## src/rtl/layer_sequencer_pkg.sv

```systemverilog
// Shared definitions for the layer MAC sequencer: FSM state encoding and
// default sizing of the scalar bus and weight-RAM address.
package layer_sequencer_pkg;

    // Pass phases: clear accumulators, stream inputs, wait for MAC, present result
    typedef enum logic [2:0] {
        S_IDLE  = 3'd0,
        S_CLEAR = 3'd1,
        S_FEED  = 3'd2,
        S_DRAIN = 3'd3,
        S_DONE  = 3'd4
    } state_t;

    localparam int unsigned DEF_NUM_INPUTS  = 4;
    localparam int unsigned DEF_BIT_WIDTH   = 32;
    localparam int unsigned DEF_EXTRA_BITS  = 2;
    localparam int unsigned DEF_MAC_LATENCY = 1;
    localparam int unsigned DEF_ADDR_WIDTH  = 8;

endpackage

```

## src/rtl/layer_sequencer.sv

```systemverilog
// Sequences one LAYER MAC pass: clears the accumulators, streams NUM_INPUTS
// scalars from the input FIFO while reading one weight row per scalar, waits
// for the MAC pipeline to drain, then offers the result with valid/ready.
//
// Ports
//   clk, rst_n      clock, asynchronous active-low reset
//   start, abort    pass request (IDLE only) / synchronous abort
//   busy            high whenever the sequencer is not idle
//   in_data         FIFO head scalar
//   in_empty        FIFO empty flag
//   in_pop          FIFO pop, combinational (head consumed on the same edge)
//   wt_rd_en        weight RAM read enable, combinational, with in_pop
//   wt_addr         weight row index, combinational, meaningful with wt_rd_en
//   l_input_scaler  registered scalar aligned with the RAM read data
//   l_acc_en        accumulate strobe, one cycle after each issue
//   l_clear         accumulator clear, one cycle at the start of a pass
//   out_valid       LAYER result is final
//   out_ready       consumer accepts the result
module layer_sequencer
    import layer_sequencer_pkg::*;
#(
    parameter int unsigned NUM_INPUTS  = DEF_NUM_INPUTS,
    parameter int unsigned BIT_WIDTH   = DEF_BIT_WIDTH,
    parameter int unsigned EXTRA_BITS  = DEF_EXTRA_BITS,
    parameter int unsigned MAC_LATENCY = DEF_MAC_LATENCY,
    parameter int unsigned ADDR_WIDTH  = DEF_ADDR_WIDTH
) (
    input  logic                            clk,
    input  logic                            rst_n,
    input  logic                            start,
    input  logic                            abort,
    output logic                            busy,
    input  logic [BIT_WIDTH+EXTRA_BITS-1:0] in_data,
    input  logic                            in_empty,
    output logic                            in_pop,
    output logic                            wt_rd_en,
    output logic [ADDR_WIDTH-1:0]           wt_addr,
    output logic [BIT_WIDTH+EXTRA_BITS-1:0] l_input_scaler,
    output logic                            l_acc_en,
    output logic                            l_clear,
    output logic                            out_valid,
    input  logic                            out_ready
);

    localparam int unsigned KW = $clog2(NUM_INPUTS + 1);
    localparam int unsigned DW = (MAC_LATENCY > 1) ? $clog2(MAC_LATENCY) : 1;
    localparam logic [KW-1:0] K_END  = KW'(NUM_INPUTS);
    localparam logic [DW-1:0] D_LAST = DW'(MAC_LATENCY - 1);

    state_t        state_q, state_d;
    logic [KW-1:0] k_q, k_d;
    logic [DW-1:0] d_q, d_d;
    logic          issue;

    // Next-state, counters and the issue strobe
    always_comb begin
        state_d = state_q;
        k_d     = k_q;
        d_d     = d_q;
        issue   = 1'b0;

        case (state_q)
            S_IDLE: begin
                if (start) state_d = S_CLEAR;
            end
            S_CLEAR: begin
                k_d     = '0;
                state_d = S_FEED;
            end
            S_FEED: begin
                // k reaches K_END right after the last issue: that cycle carries
                // the final accumulate, so leave for DRAIN at its end.
                if (k_q == K_END) begin
                    d_d     = '0;
                    state_d = S_DRAIN;
                end else if (!in_empty) begin
                    issue = 1'b1;
                    k_d   = k_q + KW'(1);
                end
            end
            S_DRAIN: begin
                if (d_q == D_LAST) begin
                    d_d     = '0;
                    state_d = S_DONE;
                end else begin
                    d_d = d_q + DW'(1);
                end
            end
            S_DONE: begin
                if (out_ready) begin
                    k_d     = '0;
                    state_d = S_IDLE;
                end
            end
            default: begin
                state_d = S_IDLE;
            end
        endcase

        // Abort overrides everything, including an issue in this cycle
        if (abort) begin
            state_d = S_IDLE;
            k_d     = '0;
            d_d     = '0;
            issue   = 1'b0;
        end
    end

    assign in_pop   = issue;
    assign wt_rd_en = issue;
    assign wt_addr  = ADDR_WIDTH'(k_q);

    // State, counters and registered outputs
    always_ff @(posedge clk or negedge rst_n) begin
        if (!rst_n) begin
            state_q        <= S_IDLE;
            k_q            <= '0;
            d_q            <= '0;
            busy           <= 1'b0;
            l_clear        <= 1'b0;
            l_acc_en       <= 1'b0;
            out_valid      <= 1'b0;
            l_input_scaler <= '0;
        end else begin
            state_q   <= state_d;
            k_q       <= k_d;
            d_q       <= d_d;
            busy      <= (state_d != S_IDLE);
            l_clear   <= (state_d == S_CLEAR);
            out_valid <= (state_d == S_DONE);
            // Scalar lands together with the RAM read data one cycle after issue
            l_acc_en  <= issue;
            if (issue) l_input_scaler <= in_data;
        end
    end

endmodule
```

## config.mk

```make
export PLATFORM = sky130hd
export DESIGN_NAME = layer_sequencer
export DESIGN_NICKNAME = d
export VERILOG_FILES = /design/src/rtl/layer_sequencer_pkg.sv /design/src/rtl/layer_sequencer.sv
export SDC_FILE = /design/constraint.sdc
export NUM_CORES = 1
export LEC_CHECK = 0
export CORE_UTILIZATION = 45
export DETAILED_ROUTE_END_ITERATION = 12
export PLACE_DENSITY = 0.85
export SYNTH_ARGS = -nofsm -noshare
export SYNTH_HDL_FRONTEND = slang
export SYNTH_SLANG_ARGS = --single-unit
```

## constraint.sdc

```tcl
create_clock -name clk -period 5 [get_ports clk]
set_input_delay 0.75 -clock clk [delete_from_list [all_inputs] [get_ports clk]]
set_output_delay 0.75 -clock clk [all_outputs]
set_load 0.01 [all_outputs]
```

=== After elaboration in Yosys (flattened, before gate mapping) ===
Cells that the tools add are included.

* Register bits after elaboration: 45
* Output and inout bits: 48
* Logic and storage cells: 46

* $add $sub $neg: 2
* Equality and inequality tests: 11
* Mux-type cells: 19
* Reductions and logical operators: 6

{| class="wikitable"
|+ Operators by type and width
! kind !! count
|-
| 2-to-1 mux 3 bit || 9
|-
| case mux 3 bit (5 select lines) || 1
|-
| inequality test 3 bit, second input constant || 4
|-
| == test 3 bit, second input constant || 3
|-
| case mux 3 bit (3 select lines) || 1
|-
| 2-to-1 mux 1 bit || 7
|-
| == test 3 x 1 -> 1 bit, second input constant || 2
|-
| == test 3 x 2 -> 1 bit, second input constant || 2
|-
| nonzero test 3 bit || 2
|-
| AND reduction 4 bit || 1
|-
| nonzero test 4 bit || 1
|-
| adder 3 x 1 -> 3 bit, second input constant || 1
|-
| zero test 3 bit || 1
|-
| case mux 1 bit (2 select lines) || 1
|-
| AND reduction 2 bit || 1
|-
| adder 1 bit, second input constant || 1
|}

=== Logic depth before layout (Yosys ltp) ===
Gate-level depths: netlist (run 1).

* Depth after elaboration: 5
* Mapped depth: 7

=== Worst setup path before layout (run 1) ===
Ideal clock, no wire load.

* Kind: in2out
* Start point: input port in_empty
* End point: output port wt_rd_en
* Data arrival time: 1.514 ns
* Required time: 4.250 ns
* Path slack: 2.736 ns
* Stages: 5
* Buffers on the path: 2
* Path through: a21oi_2 -> nand3_4 -> nor2_8 -> buf_12 -> buf_4

* Word-level cells in the longest chain between the ends: 4

{| class="wikitable"
|+ Ends and longest elaborated chain
! element !! RTL line !! RTL
|-
| start: declaration || layer_sequencer.sv:34 || <nowiki>input logic in_empty,</nowiki>
|-
| 2-to-1 mux 1 bit || layer_sequencer.sv:76 || <nowiki>end else if (!in_empty) begin</nowiki>
|-
| 2-to-1 mux 1 bit || layer_sequencer.sv:73 || <nowiki>if (k_q == K_END) begin</nowiki>
|-
| 2-to-1 mux 1 bit || layer_sequencer.sv:62 || <nowiki>case (state_q)</nowiki>
|-
| 2-to-1 mux 1 bit || layer_sequencer.sv:101 || <nowiki>if (abort) begin</nowiki>
|-
| end: declaration || layer_sequencer.sv:36 || <nowiki>output logic wt_rd_en,</nowiki>
|}

Every way passes these cells.

=== Worst setup path after layout (run 1) ===
* Start point: input port abort
* End point: output port wt_rd_en

* Word-level cells in the longest chain between the ends: 1

{| class="wikitable"
|+ Ends and longest elaborated chain
! element !! RTL line !! RTL
|-
| start: declaration || layer_sequencer.sv:31 || <nowiki>input logic abort,</nowiki>
|-
| 2-to-1 mux 1 bit || layer_sequencer.sv:101 ||
|}

Every way passes these cells.

==> run_results.csv, run 1 <==
group,metric,value,unit
setup_path,endpoint_kind,"primary output",
floorplanning,design.core.area,4140,um2
clock_network,clockRootBuffer,"clkbuf_8",
worst_hold_path,whs_path_depth,1,
synth,synth_warnings,0,
layout,synthToLayoutAreaGrowth,43.1,%
clock_network,cts_tree,"built",
sta,fmax,0.343,GHz
global_routing,grt_pass1_vias,1198,
placement,portBuffers,82,
power,p_clk_share,18.8,%
synth,netlist_area,2000,um2
layout,fill_cells,318,
sta,worst_slew_pin_slew,0.957,ns
setup_path,crit_cells,3,
synth,synth_top_family_by_area,"multiplexers",
synth,ys_seq_area_share,54.9,%
floorplanning,start_util,48.4,%
floorplanning,die_w,68.7,um
outcome,status,"complete, no violations",
power,vdd_drop_max,0.307,mV
synth,syn_avg_cell_area,15.5,um2
global_routing,antenna_found_initial,0,
detailed_routing,dr.first_iter.drc_count,37,
detailed_routing,wl_met1,1630,um
layout,drive_gt1_share,23.9,%
detailed_routing,wl_met2,1880,um
power,p_total,0.00135,W
floorplanning,fp-row-count,23,
clock_network,clock_path_buffers,2,
setup_path,critPathMaxFanout,11,
detailed_routing,top_layer_used,"met4",
power,swShare,26.1,%
power,seqPwrFrac,40.5,%
clock_network,ctsResizeCount,0,
detailed_routing,met3_wirelength,402,um
layout,final_cell_mix,"clkdlybuf4s50_1, dfrtp_1, mux2_4",
detailed_routing,routed_via_density,5.00,
sta,period_share,58.3,%
global_routing,gr-total-overflow,0,
power,p_int,0.000998,W
placement,hpwl,2830,um
power,pwr-share-comb,40.6,%
setup_path,path_cells,"clkdlybuf4s50_1, nor2_8, clkdlybuf4s50_1",
sta,rsz0062_at_grt,"false",
global_routing,grt_usage,17.1,%
floorplanning,die_area,4730,um2
sta,fin_setup_tns,0,ns
synth,muxShareOfSynthArea,24.5,%
synth,synth_compound_area_share,3.56,%
worst_hold_path,hp-class,"register to register",
detailed_routing,vias,1295,
clock_network,numCtsBuffers,5,
setup_path,cpPeakStageDelay,0.65,ns
layout,n_antenna_cell,0,
clock_network,clkSlewWorstSetupHoldPaths,0.07,ns
global_routing,grt_max_degree,45,
sta,slew_headroom,36.2,%
setup_path,crit_required,4.25,ns
sta,clock_skew,0.0102,ns
sta,slew_violations,0,
clock_network,h-tree-depth,2,
clock_network,post_cts_buffers,0,
run,drv_cap,0,
synth,ys_ff_latch,44,
sta,final_hold_viol_count,0,
clock_network,clock_latency,0.29,ns
placement,place_congestion,0.741,
synth,synthXorXnorAreaFrac,0.437,%
detailed_routing,drc_errors,0,
setup_path,critical_path_arrival,2.16,ns
clock_network,cts_hold_buf,0,
setup_path,worstRegToRegCells,7,
synth,yosys.area_share.simple,7.99,%
layout,nets,252,
layout,final_common_cell,"clkdlybuf4s50_1",
setup_path,cp_num_buf_inv,2,
setup_path,crit_path_frequent_cell,"clkdlybuf4s50_1",
synth,ys_types,29,
synth,synthAdderAreaFrac,1.25,%
sta,setup_viol,0,
setup_path,crit_path_start_kind,"primary input",
clock_network,clkSinkCount,44,
floorplanning,die_y,68.7,um
setup_path,critical_path_class,"primary input to primary output",
detailed_routing,firstDrtPassIters,4,
setup_path,slowest_stage,"clkdlybuf4s50_1",
power,p_per_area,471,nW/um2
layout,fin_util,69.2,%
sta,period_needed,2.91,ns
setup_path,cp_top_family,"buffers and inverters",
power,switching_power,0.000352,W
synth,syn_inst,129,
detailed_routing,routed_wl,3960,um
detailed_routing,ant_nets,0,
power,p_leak,1.25,nW
detailed_routing,wl_per_cell,15.3,um
global_routing,grt_pass1_wl,5670,um
floorplanning,io_pins,88,
## cells by family after synthesis
kind of cell    after synthesis
other cells                   1
flops                        44
xor+xnor                      1
buf+inv                      15
compound gates               11
mux                          34
simple gates                 21
fa+ha+maj                     2
## metal layers
layer / track usage (%) / up-vias
li1: - / 592
met2: 26.8 / 55
met5: 0 / -
met4: 6.89 / 0
met1: 20.5 / 643
met3: 7.40 / 5
## cell usage after synthesis, drive strengths merged
cell / number / area share, %
nand3: 4 / 1.6
conb: 1 / 0.19
dfrtp: 44 / 55
ha: 2 / 1.2
inv: 2 / 0.37
nor4: 1 / 0.31
buf: 12 / 6.6
or2: 1 / 0.31
nand2: 2 / 0.37
nor3b: 1 / 0.37
clkbuf: 1 / 0.19
a21oi: 6 / 1.7
o31ai: 1 / 0.37
nor2b: 1 / 0.31
nor2: 3 / 2.2
mux2: 34 / 25
a31oi: 2 / 0.62
nor3: 3 / 0.75
xnor2: 1 / 0.44
nand3b: 2 / 0.75
nand2b: 2 / 0.62
or3: 1 / 0.37
a21o: 2 / 0.87
## sequential cells by signal, indices dropped and copies added, names as in the netlist
signal and flops:
busy 1, k_q 3, l_acc_en 1, l_clear 1
l_input_scaler 34, out_valid 1, state_q 3
## worst paths after layout
path                                    from                 end  slack [ns]
max reg2reg                           k_q[0]   l_input_scaler[8]        2.77
min reg2reg                l_input_scaler[9]   l_input_scaler[9]        0.51
max                                    abort            wt_rd_en        2.09
min                        l_input_scaler[9]   l_input_scaler[9]        0.51
min in group asynchronous              rst_n  l_input_scaler[21]        0.59
max in group asynchronous              rst_n  l_input_scaler[15]        3.79
## stage by stage
| step | hold WS [ns] | area [um2] | setup slack [ns] | cells |
|---|---|---|---|---|
| finish | 0.509 | 2870 | 2.09 | 259 |
| global route | 0.527 | 2870 | 2.00 | 259 |
| detailed placement | 0.491 | 2770 | 2.07 | 253 |
| floorplan | 0.454 | 2020 | 2.74 | 133 |
| CTS | 0.513 | 2870 | 2.07 | 259 |
| global placement | 0.489 | 2770 | 2.08 | 253 |
## final cells by class
type / instances / area, um2 / area share [%]
inverters: 2 / 7.51 / 0.262
multi-input cells: 74 / 776 / 27.0
flip-flops and latches: 44 / 1100 / 38.4
repair buffers: 83 / 823 / 28.7
clock buffers: 5 / 68.8 / 2.40
clock inverters: 1 / 30.0 / 1.05
well taps: 50 / 62.6 / 2.18
## power by group through the flow
stage,Clock [W],Combinational (W),Sequential [W]
final,0.000255,0.000549,0.000547
after floorplan,0,0.000193,0.000605
after global routing,0.000275,0.000589,0.000563
after detailed placement,0,0.000551,0.000555
after global placement,0,0.000545,0.000546
after CTS,0.000263,0.000557,0.000547
No activity file was read; power rests on OpenSTA's default activity.
==> inputs of run 2 (changes only) <==
CORE_UTILIZATION = 42   (was 45)
PLACE_DENSITY = 0.8   (was 0.85)
clock period = 3 ns   (was 5 ns; I/O delays follow)
==> run 2 against run 1 <==
Against the previous run:
- the flow now finishes with violations (DRC)
- sequential power increased by 66%
- cell count grew 1.2%
- via count decreased by 2.8%
- hold slack lost 0.20 ns
- routed wire length decreased by 3.1%
- setup slack lost 1.6 ns
- register-to-register slack worse by 2.0 ns
- clock power rose by 35%
- clock skew decreased by 0.0078 ns
- critical path type is now register to primary output
- critical endpoint unchanged
- largest cell class unchanged
==> run_results.csv, run 2 (synthesis results as in run 1) <==
group,metric,value,unit
clock_network,clock_latency,0.29,ns
clock_network,ctsResizeCount,0,
layout,final_cell_mix,"clkdlybuf4s50_1, dfrtp_1, mux2_4",
setup_path,reg2reg_setup_slack,0.74,ns
layout,largest_reg_flops,34,
sta,fmax,0.394,GHz
floorplanning,die_area,5050,um2
sta,period_needed,2.54,ns
global_routing,grt_pass1_wl,6310,um
detailed_routing,dr.first_iter.drc_count,73,
sta,fin_setup_tns,0,ns
sta,setup_viol,0,
placement,place_congestion,0.694,
power,vdd_drop_max,0.254,mV
outcome,status,"complete, but fails checks",
setup_path,cpPeakStageDelay,0.56,ns
global_routing,grt_usage,16.2,%
setup_path,critical_path_arrival,2.09,ns
clock_network,clockRootBuffer,"clkbuf_8",
global_routing,antenna_found_initial,0,
detailed_routing,wl_per_cell,14.7,um
global_routing,grt_pass1_vias,1235,
sta,clock_skew,0.00246,ns
global_routing,grt_max_degree,45,
setup_path,path_cells,"inv_1, ha_1, a21oi_2, nand3_4, nor2_8, clkdlybuf4s50_1",
layout,nets,252,
detailed_routing,routed_via_density,4.81,
sta,final_hold_viol_count,0,
setup_path,cp_num_buf_inv,2,
setup_path,crit_required,2.55,ns
sta,rsz0062_at_grt,"false",
layout,multi_input_area,776,um2
worst_hold_path,hp-class,"primary input to async pin",
sta,period_share,84.6,%
layout,fill_cells,371,
run,drv_cap,0,
floorplanning,start_util,44.8,%
layout,top_regs,"l_input_scaler: 34 flops, k_q: 3 flops, state_q: 3 flops",
power,p_leak,1.24,nW
power,p_per_area,759,nW/um2
clock_network,cts_tree,"built",
clock_network,clock_path_buffers,2,
global_routing,top_usage_layer,"met2",
detailed_routing,drc_errors,10,
sta,whs,0.305,ns
floorplanning,die_w,71.1,um
detailed_routing,ant_nets,0,
setup_path,critical_path_class,"register to primary output",
detailed_routing,vias,1259,
detailed_routing,firstDrtPassIters,8,
setup_path,crit_path_start_kind,"register",
global_routing,met1_usage,22.9,%
layout,final_common_cell,"clkdlybuf4s50_1",
layout,regMostFlops,"l_input_scaler",
setup_path,endpoint_kind,"primary output",
sta,slew_headroom,36.5,%
global_routing,grtUsageMet2,23.8,%
outcome,violations,"DRC",
layout,regArea,1100,um2
layout,n_antenna_cell,0,
placement,hpwl,2670,um
placement,portBuffers,82,
clock_network,clkSlewWorstSetupHoldPaths,0.08,ns
sta,worst_slew_pin_slew,0.953,ns
setup_path,cp_top_family,"buffers and inverters",
global_routing,gr-total-overflow,0,
setup_path,critPathMaxFanout,7,
clock_network,numCtsBuffers,5,
global_routing,grt_use_met3,5.41,%
floorplanning,design.core.area,4470,um2
setup_path,worstRegToRegCells,7,
floorplanning,io_pins,88,
setup_path,rr_endpoint,"l_input_scaler[7]",
clock_network,h-tree-depth,2,
setup_path,worstReg2RegStart,"k_q[0]",
clock_network,cts_hold_buf,0,
detailed_routing,routed_wl,3840,um
clock_network,post_cts_buffers,0,
floorplanning,die_y,71.1,um
setup_path,slowest_stage,"clkdlybuf4s50_1",
sta,slew_violations,0,
layout,synthToLayoutAreaGrowth,42.2,%
floorplanning,fp-row-count,24,
clock_network,clkSinkCount,44,
layout,drive_gt1_share,23.8,%
## run 2: power by group
group | total (W) | internal (W) | leakage (nW) | switching, W
sequential | 0.000910 | 0.000797 | 0.556 | 0.000113
clock | 0.000344 | 0.000158 | 0.0410 | 0.000186
combinational | 0.000909 | 0.000628 | 0.643 | 0.000281
total | 0.00216 | 0.00158 | 1.24 | 0.000580
## run 2: how the worst max path moves through the flow
| stage | start | cells after the start | endpoint |
|---|---|---|---|
| floorplan | k_q[0] | 7 | wt_rd_en |
| global placement | abort | 4 | l_input_scaler[5] |
| detailed placement | in_empty | 6 | l_input_scaler[7] |
| CTS | k_q[0] | 6 | wt_rd_en |
| global route | k_q[0] | 6 | wt_rd_en |
| finish | k_q[0] | 6 | wt_rd_en |
## run 2: layer usage
| metal | wire (um) | part of all wire (%) | vias up |
|---|---|---|---|
| li1 | - | - | 600 |
| met1 | 1830 | 48 | 594 |
| met2 | 1690 | 44 | 60 |
| met3 | 297 | 7.7 | 5 |
| met4 | 26 | 0.68 | 0 |
| met5 | 0 | 0 | - |
## run 2: stage by stage
| step | setup WS (ns) | total power, W | utilization (%) | area, um2 | std cells |
|---|---|---|---|---|---|
| after floorplan | 1.06 | 0.00133 | - | 2020 | 133 |
| after global placement | 0.606 | 0.00182 | 62.0 | 2770 | 255 |
| after detailed placement | 0.564 | 0.00184 | 62.0 | 2770 | 255 |
| after CTS | 0.450 | 0.00219 | 63.7 | 2850 | 262 |
| after global routing | 0.373 | 0.00228 | 63.7 | 2850 | 262 |
| final | 0.461 | 0.00216 | 63.7 | 2850 | 262 |
## run 2: layout make-up
type / instances / share of cell area (%)
clock inverter: 1 / 0.176
tap: 52 / 2.28
inverter: 2 / 0.263
timing repair buffer: 83 / 28.9
clock buffer: 6 / 2.55
sequential: 44 / 38.6
multi-input combinational: 74 / 27.2
==> inputs of run 3 (changes only) <==
CORE_UTILIZATION = 38   (was 42)
PLACE_DENSITY = 0.76   (was 0.8)
clock period = 2.3 ns   (was 3 ns; I/O delays follow)
==> run 3 against run 2 <==
Against the previous run:
- the run now ends clean
- cell count up 8.8%
- clock-buffer cell count up 1
- sequential power up 31%
- via count up 3.4%
- first-iteration DRC count up 21%
- cell area up 2.9%
- clock power up 44%
- non-clock buffer count up 4
- critical path depth unchanged
- total power up 34%
- setup slack worse by 0.26 ns
- global-route usage down 0.74 points
- critical endpoint unchanged
- largest cell class unchanged
==> run_results.csv, run 3 (synthesis results as in run 1) <==
group,metric,value,unit
setup_path,endpoint_kind,"primary output",
detailed_routing,ant_nets,0,
sta,period_share,91.3,%
layout,n_antenna_cell,0,
setup_path,slowest_stage,"dfrtp_1",
placement,dpl_cell_area,2830,um2
global_routing,grt_pass1_wl,6270,um
sta,clock_skew,0.00380,ns
power,vdd_drop_max,0.382,mV
clock_network,numCtsBuffers,5,
setup_path,cpPeakStageDelay,0.39,ns
outcome,status,"complete, no violations",
sta,period_needed,2.10,ns
clock_network,clkSlewWorstSetupHoldPaths,0.08,ns
clock_network,h-tree-depth,2,
sta,fin_ws,0.201,ns
layout,nets,256,
layout,synthToLayoutAreaGrowth,46.3,%
global_routing,grt_usage,15.5,%
layout,fin_util,57.4,%
layout,fin_cells,285,
floorplanning,start_util,39.2,%
global_routing,gr-total-overflow,0,
setup_path,cp_num_buf_inv,2,
setup_path,crit_required,1.96,ns
power,p_leak,1.27,nW
detailed_routing,routed_via_density,4.57,
detailed_routing,firstDrtPassIters,3,
setup_path,path_cells,"inv_1, ha_1, a21oi_2, nand3_4, nor2_8, dlygate4sd2_1",
run,drv_cap,0,
worst_hold_path,hp-class,"primary input to async pin",
power,p_per_area,988,nW/um2
layout,drive_gt1_share,25.1,%
layout,final_common_cell,"clkdlybuf4s50_1",
layout,top_regs,"l_input_scaler: 34 flops, k_q: 3 flops, state_q: 3 flops",
layout,largest_reg_flops,34,
floorplanning,io_pins,88,
layout,multi_input_area,776,um2
clock_network,clkSinkCount,44,
global_routing,grt_pass1_vias,1266,
sta,setup_viol,0,
detailed_routing,dr.first_iter.drc_count,88,
clock_network,cts_tree,"built",
sta,rsz0062_at_grt,"false",
clock_network,clockRootBuffer,"clkbuf_8",
sta,slew_violations,0,
setup_path,reg2reg_setup_slack,0.36,ns
placement,hpwl,3160,um
placement,place_inst,276,
placement,place_congestion,0.727,
layout,final_cell_mix,"clkdlybuf4s50_1, dfrtp_1, mux2_4, clkbuf_8",
layout,fin_area,2930,um2
sta,final_hold_viol_count,0,
setup_path,critical_path_class,"register to primary output",
sta,fin_setup_tns,0,ns
sta,fmax,0.476,GHz
setup_path,critical_path_arrival,1.75,ns
floorplanning,die_w,74.6,um
floorplanning,design.core.area,5110,um2
global_routing,antenna_found_initial,0,
setup_path,crit_path_start_kind,"register",
placement,portBuffers,82,
placement,post-place-ws,0.171,ns
clock_network,clock_path_buffers,2,
setup_path,cp_top_family,"flip-flops",
floorplanning,die_area,5570,um2
floorplanning,fp-row-count,26,
clock_network,clock_latency,0.29,ns
detailed_routing,vias,1302,
detailed_routing,wl_per_cell,15.0,um
layout,fill_cells,448,
layout,regArea,1100,um2
setup_path,critPathMaxFanout,7,
detailed_routing,routed_wl,4260,um
global_routing,grt_max_degree,36,
floorplanning,die_y,74.6,um
detailed_routing,drc_errors,0,
layout,regMostFlops,"l_input_scaler",
## run 3: repair_timing
action	CTS	global route
hold buffers	1	0
endpoints found under the setup margin	2	0
hold endpoints to repair	17	0
buffers inserted	0	0
resized for setup	2	0
## run 3: stage by stage
step	total power (W)	hold WS, ns
detailed placement	0.00242	0.309
finish	0.00290	0.509
global route	0.00307	0.529
global placement	0.00238	0.307
CTS	0.00294	0.516
floorplan	0.00173	0.0494
## run 3: path summary, 6_finish.rpt
check | start | end | cells after the start
max | k_q[0] | wt_rd_en | 6
max reg2reg | k_q[0] | l_input_scaler[6] | 7
min reg2reg | l_input_scaler[3] | l_input_scaler[3] | 1
min | rst_n | l_input_scaler[25] | 2
max in group asynchronous | rst_n | l_input_scaler[0] | 3
min in group clk | l_input_scaler[3] | l_input_scaler[3] | 1
## run 3: routing by layer
metal | global-route usage [%] | routed length (um)
met1 | 19.4 | 1850
met2 | 24.3 | 1930
met3 | 5.22 | 409
met4 | 6.92 | 74
met5 | 0 | 0
## run 3: area by class of cell
cell class	count	share of cell area (%)
Sequential cell	44	37.6
Timing Repair Buffer	87	29.5
Multi-Input combinational cell	74	26.5
Tap cell	70	2.99
Clock buffer	7	2.94
Clock inverter	1	0.256
Inverter	2	0.256
## run 3: where the power goes
| part | internal, W | switching [W] |
|---|---|---|
| registers | 0.00104 | 0.000150 |
| clock network | 0.000244 | 0.000251 |
| logic | 0.000824 | 0.000386 |
| total | 0.00211 | 0.000787 |
